$ cat src/rtl/ball_ctrl.sv
// Pong ball motion controller: serve, per-frame motion, bounces,
// point detection and post-point hold.
`ifndef LEFT
`define LEFT 1'b0
`endif
`ifndef RIGHT
`define RIGHT 1'b1
`endif

module ball_ctrl #(
  parameter logic [10:0] TABLE_TOP    = 11'd8,
  parameter logic [10:0] TABLE_BOTTOM = 11'd472,
  parameter logic [10:0] BALL_VSIZE   = 11'd8,
  parameter logic [10:0] START_H      = 11'd316,
  parameter logic [10:0] START_V      = 11'd236,
  parameter logic [3:0]  START_SPEED  = 4'd2,
  parameter logic [3:0]  MAX_SPEED    = 4'd9,
  parameter logic [3:0]  VSPEED       = 4'd2,
  parameter logic [7:0]  HOLD_FRAMES  = 8'd60
) (
  input  logic        clk,
  input  logic        rst_n,
  input  logic        tick,
  input  logic        serve,
  input  logic        coll_paddle,
  input  logic        coll_wall,
  output logic [10:0] ball_h,
  output logic [10:0] ball_v,
  output logic        ball_dir,
  output logic        ball_vdir,
  output logic [3:0]  ball_speed,
  output logic        in_play,
  output logic        point_left,
  output logic        point_right
);

  typedef enum logic [1:0] {
    IDLE = 2'd0,
    MOVE = 2'd1,
    HOLD = 2'd2
  } state_t;

  state_t      state_q, state_d;
  logic [10:0] h_q, h_d;
  logic [10:0] v_q, v_d;
  logic        dir_q, dir_d;
  logic        vdir_q, vdir_d;
  logic [3:0]  spd_q, spd_d;
  logic        ip_q, ip_d;
  logic        pl_q, pl_d;
  logic        pr_q, pr_d;
  logic        sdir_q, sdir_d;
  logic [7:0]  hold_q, hold_d;

  logic [11:0] vsum;
  logic [11:0] vtop;
  logic [10:0] vert_v;
  logic        vert_vdir;
  logic [4:0]  spd_inc;
  logic [3:0]  spd_sat;
  logic [7:0]  hold_init;

  assign vsum = {1'b0, v_q} + {1'b0, BALL_VSIZE}
              + {8'd0, VSPEED};
  assign vtop = {1'b0, TABLE_TOP} + {8'd0, VSPEED};
  assign spd_inc = {1'b0, spd_q} + 5'd1;
  assign spd_sat = (spd_inc > {1'b0, MAX_SPEED})
                 ? MAX_SPEED : spd_inc[3:0];
  assign hold_init = (HOLD_FRAMES == 8'd0)
                   ? 8'd1 : HOLD_FRAMES;

  always_comb begin
    vert_v    = v_q;
    vert_vdir = vdir_q;
    if (vdir_q) begin
      if (vsum >= {1'b0, TABLE_BOTTOM}) begin
        vert_v    = TABLE_BOTTOM - BALL_VSIZE;
        vert_vdir = 1'b0;
      end else begin
        vert_v = v_q + {7'd0, VSPEED};
      end
    end else begin
      if ({1'b0, v_q} <= vtop) begin
        vert_v    = TABLE_TOP;
        vert_vdir = 1'b1;
      end else begin
        vert_v = v_q - {7'd0, VSPEED};
      end
    end
  end

  always_comb begin
    state_d = state_q;
    h_d     = h_q;
    v_d     = v_q;
    dir_d   = dir_q;
    vdir_d  = vdir_q;
    spd_d   = spd_q;
    pl_d    = 1'b0;
    pr_d    = 1'b0;
    sdir_d  = sdir_q;
    hold_d  = hold_q;
    unique case (state_q)
      IDLE: begin
        if (serve) begin
          state_d = MOVE;
          dir_d   = sdir_q;
        end
      end
      MOVE: begin
        // collision flags only trusted here; stale/X elsewhere
        if (tick) begin
          if (coll_wall) begin
            state_d = HOLD;
            hold_d  = hold_init;
            if (dir_q == `LEFT) begin
              pr_d   = 1'b1;
              sdir_d = `LEFT;
            end else begin
              pl_d   = 1'b1;
              sdir_d = `RIGHT;
            end
          end else begin
            v_d    = vert_v;
            vdir_d = vert_vdir;
            if (coll_paddle) begin
              dir_d = ~dir_q;
              spd_d = spd_sat;
            end else if (dir_q == `RIGHT) begin
              h_d = h_q + {7'd0, spd_q};
            end else begin
              h_d = h_q - {7'd0, spd_q};
            end
          end
        end
      end
      HOLD: begin
        if (tick) begin
          hold_d = hold_q - 8'd1;
          if (hold_q <= 8'd1) begin
            state_d = IDLE;
            hold_d  = 8'd0;
            h_d     = START_H;
            v_d     = START_V;
            spd_d   = START_SPEED;
            vdir_d  = 1'b1;
          end
        end
      end
      default: state_d = IDLE;
    endcase
    ip_d = (state_d == MOVE);
  end

  always_ff @(posedge clk or negedge rst_n) begin
    if (!rst_n) begin
      state_q <= IDLE;
      h_q     <= START_H;
      v_q     <= START_V;
      dir_q   <= `RIGHT;
      vdir_q  <= 1'b1;
      spd_q   <= START_SPEED;
      ip_q    <= 1'b0;
      pl_q    <= 1'b0;
      pr_q    <= 1'b0;
      sdir_q  <= `RIGHT;
      hold_q  <= 8'd0;
    end else begin
      state_q <= state_d;
      h_q     <= h_d;
      v_q     <= v_d;
      dir_q   <= dir_d;
      vdir_q  <= vdir_d;
      spd_q   <= spd_d;
      ip_q    <= ip_d;
      pl_q    <= pl_d;
      pr_q    <= pr_d;
      sdir_q  <= sdir_d;
      hold_q  <= hold_d;
    end
  end

  assign ball_h      = h_q;
  assign ball_v      = v_q;
  assign ball_dir    = dir_q;
  assign ball_vdir   = vdir_q;
  assign ball_speed  = spd_q;
  assign in_play     = ip_q;
  assign point_left  = pl_q;
  assign point_right = pr_q;

endmodule
$ cat config.mk
export PLATFORM = sky130hd
export DESIGN_NAME = ball_ctrl
export DESIGN_NICKNAME = d
export VERILOG_FILES = /design/src/rtl/ball_ctrl.sv
export SDC_FILE = /design/constraint.sdc
export NUM_CORES = 1
export LEC_CHECK = 0
export BUFFER_PORTS_ARGS = -buffer_cell sky130_fd_sc_hd__buf_2
export CAP_MARGIN = 20
export CORE_MARGIN = 2
export CORE_UTILIZATION = 45
export DETAILED_ROUTE_END_ITERATION = 12
export GPL_TIMING_DRIVEN = 0
export SLEW_MARGIN = 0
export SYNTH_ARGS = -nofsm -noshare
export SYNTH_HDL_FRONTEND = slang
export SYNTH_SLANG_ARGS = --single-unit
$ cat constraint.sdc
create_clock -name clk -period 3.2 [get_ports clk]
set_input_delay 0.64 -clock clk [delete_from_list [all_inputs] [get_ports clk]]
set_output_delay 0.64 -clock clk [all_outputs]
set_load 0.02 [all_outputs]
==> results.cfg <==
[outcome]
status = finished with violations
failed_checks = design-rule violations

[run]
maxCapViolCount = 0

[global_routing]
grt_pass1_vias = 2470
grt_usage_pct = 19.9
grt_max_degree = 42
grt_antenna_before_repair = 0
overflow = 0
grt_pass1_wl_mm = 11.8

[place]
io_buffer_count = 33
place_hpwl_mm = 5.09
dp.cells = 462
routabilityCongestion = 0.902

[cts]
clk_pin_slew_ns = 0.09
cts_tree = built
cts_root_buffer = clkbuf_8
cts.sinks = 41
cts_htree_levels = 2
cts_buffers = 5
cts_buffer_depth = 2
hold_buffers = 0
clk_latency_ns = 0.30

[cells_and_area]
area_growth_pct = 12.7
fillers = 610
fin_cells = 470
drive_gt1_share_pct = 20.6
fin_util_pct = 52.9
antenna_cells = 0
seq_area_um2 = 1040
multi_input_area_um2 = 1830
num-nets-final = 417

[floorplan]
core_area_um2 = 6420
die_y_um = 85.8
rows = 29
die_w_um = 85.8
die-area_um2 = 7370
initial_core_util_pct = 46.9
ios = 37

[detailed_routing]
dr.pass1.iters = 10
drc = 2
vias = 2661
drt-wirelength-per-cell_um = 14.8
drt_iter0_drc = 156
ant_nets = 0
via_per_inst = 5.66
drt_wl_total_mm = 6.95

[sta]
rsz0062_at_grt = false
hold_slack_ns = 0.484
maxSlewHeadroom_pct = 36.6
fin_worst_skew_ns = 0.0114
worst_pin_slew_ns = 0.952
fin_crit_ns = 2.92
fin_crit_sh_pct = 91.3
final.setup.tns_ns = 0
setup_viol = 0
hold_viol = 0
clock.fmax_mhz = 342
slew_violations = 0

[synthesis]
synth_async_sr_flop_share_pct = 100
synth_seq_cells = 41
ys_seq_area_share_pct = 34.6
netlist_instances = 352
postSynthAreaPerCell_um2 = 8.56
ys_types = 62
synthesis.nets = 377
syn_area_um2 = 3010
synth_edf_count = 0
ys_warn_count = 0
synthFlopType = dfrtp_1

[critical_path]
cp-start-kind = register
cp-end-kind = register
worstSetupPathType = reg -> reg
cp.arrival_ns = 3.12
setup.worst_path.start = ball_speed[2]$_DFFE_PN0P_
crit_required_ns = 3.40
crit-reg2reg-launch = ball_speed[2]$_DFFE_PN0P_
critical_path.max_fanout = 9

[min_path]
hold_path.class = in -> async

[power_and_ir_drop]
peakVddDrop_mv = 0.556
p_leak_nw = 1.45
powerDensity_nw_per_um2 = 1130
p_total_mw = 3.85
## through the flow
step,area [um^2],worst slack [ns]
2_1_floorplan,3010,0.501
3_3_place_gp,3270,0.237
3_5_place_dp,3270,0.210
4_1_cts,3390,0.202
5_1_grt,3390,0.0247
6_report,3390,0.278
## final timing paths
check | end | slack, ns | cells past startpoint
setup / recovery | ball_h[9]$_DFFE_PN0P_ | 0.28 | 11
min in group clk | hold_q[6]$_DFFE_PN0P_ | 0.51 | 1
max in group asynchronous | point_left$_DFF_PN0_ | 2.12 | 1
setup reg to reg | ball_h[9]$_DFFE_PN0P_ | 0.28 | 11
hold reg to reg | hold_q[6]$_DFFE_PN0P_ | 0.51 | 1
hold / removal | ball_h[9]$_DFFE_PN0P_ | 0.48 | 1
## logic make-up after synthesis
logic type | count (synthesis) | synth area share, %
AOI/OAI and AO/OA | 95 | 21.8
xor gates and xnor gates | 14 | 4.07
adders and majority gates | 19 | 8.14
buffers and inverters | 30 | 4.69
DFF | 41 | 34.6
muxes | 7 | 2.45
other | 1 | 0.124
and+or+nand+nor | 145 | 24.1
## timing repair
action | 4_1_cts | 5_1_grt
endpoints found under the setup margin | 0 | 1
resized for setup | 0 | 1
setup buffers | 0 | 0
## critical path, cell delays in order (launching register included)
cell,delay [ns]
dfrtp_1,0.37
buf_2,0.17
nor3_1,0.25
ha_1,0.28
mux2_2,0.28
ha_1,0.35
nand2_1,0.06
o21ai_0,0.28
o21ai_0,0.22
o21ai_0,0.28
xor2_1,0.10
a22o_1,0.20
## flip-flops by register name (all words and copies together) (netlist names)
name         cells
ball_dir         1
ball_h          11
ball_speed       4
ball_v          10
ball_vdir        1
hold_q           8
in_play          1
point_left       1
point_right      1
sdir_q           1
state_q          2
## where the power goes
| part | internal [mW] | switching, mW |
|---|---|---|
| sequential | 0.780 | 0.210 |
| clock | 0.255 | 0.189 |
| combinational | 1.01 | 1.41 |
| total | 2.04 | 1.81 |
## metal layers
| metal | vias to the layer above | wire, um | track usage, % |
|---|---|---|---|
| met4 | 0 | 39 | 3.90 |
| li1 | 1351 | - | - |
| met1 | 1258 | 3450 | 28.8 |
| met5 | - | 0 | 0 |
| met2 | 48 | 3260 | 31.4 |
| met3 | 4 | 199 | 3.37 |
## final cells by class
type,count,share of cell area (%)
Inverter,15,1.66
Clock inverter,1,0.885
Multi-Input combinational cell,281,54.0
Buffer,15,2.51
Sequential cell,41,30.7
Clock buffer,7,2.54
Timing Repair Buffer,33,4.87
Tap cell,77,2.84
## cell usage in the layout (no fill, tap or decap), drive strengths merged, types with 7 or more instances in the layout
cell / synthesis / layout
buf: 11 / 44
nor2: 38 / 38
nand2: 36 / 36
a21oi: 28 / 28
dfrtp: 27 / 27
o21ai: 19 / 19
ha: 18 / 18
nor3: 17 / 17
inv: 15 / 15
dfstp: 14 / 14
clkbuf: 4 / 11
nand3: 10 / 10
xnor2: 9 / 9
nand2b: 7 / 7
or3: 7 / 7
## synthesized netlist by cell type, drive strengths merged, types with 7 or more instances
master | count | share of area [%]
nor2 | 38 | 4.7
nand2 | 36 | 4.5
a21oi | 28 | 4.7
dfrtp | 27 | 22
o21ai | 19 | 3.3
ha | 18 | 7.5
nor3 | 17 | 3.0
inv | 15 | 1.9
dfstp | 14 | 12
buf | 11 | 2.3
nand3 | 10 | 1.7
xnor2 | 9 | 2.6
nand2b | 7 | 1.5
or3 | 7 | 1.6
No activity file was read; power rests on OpenSTA's default activity.
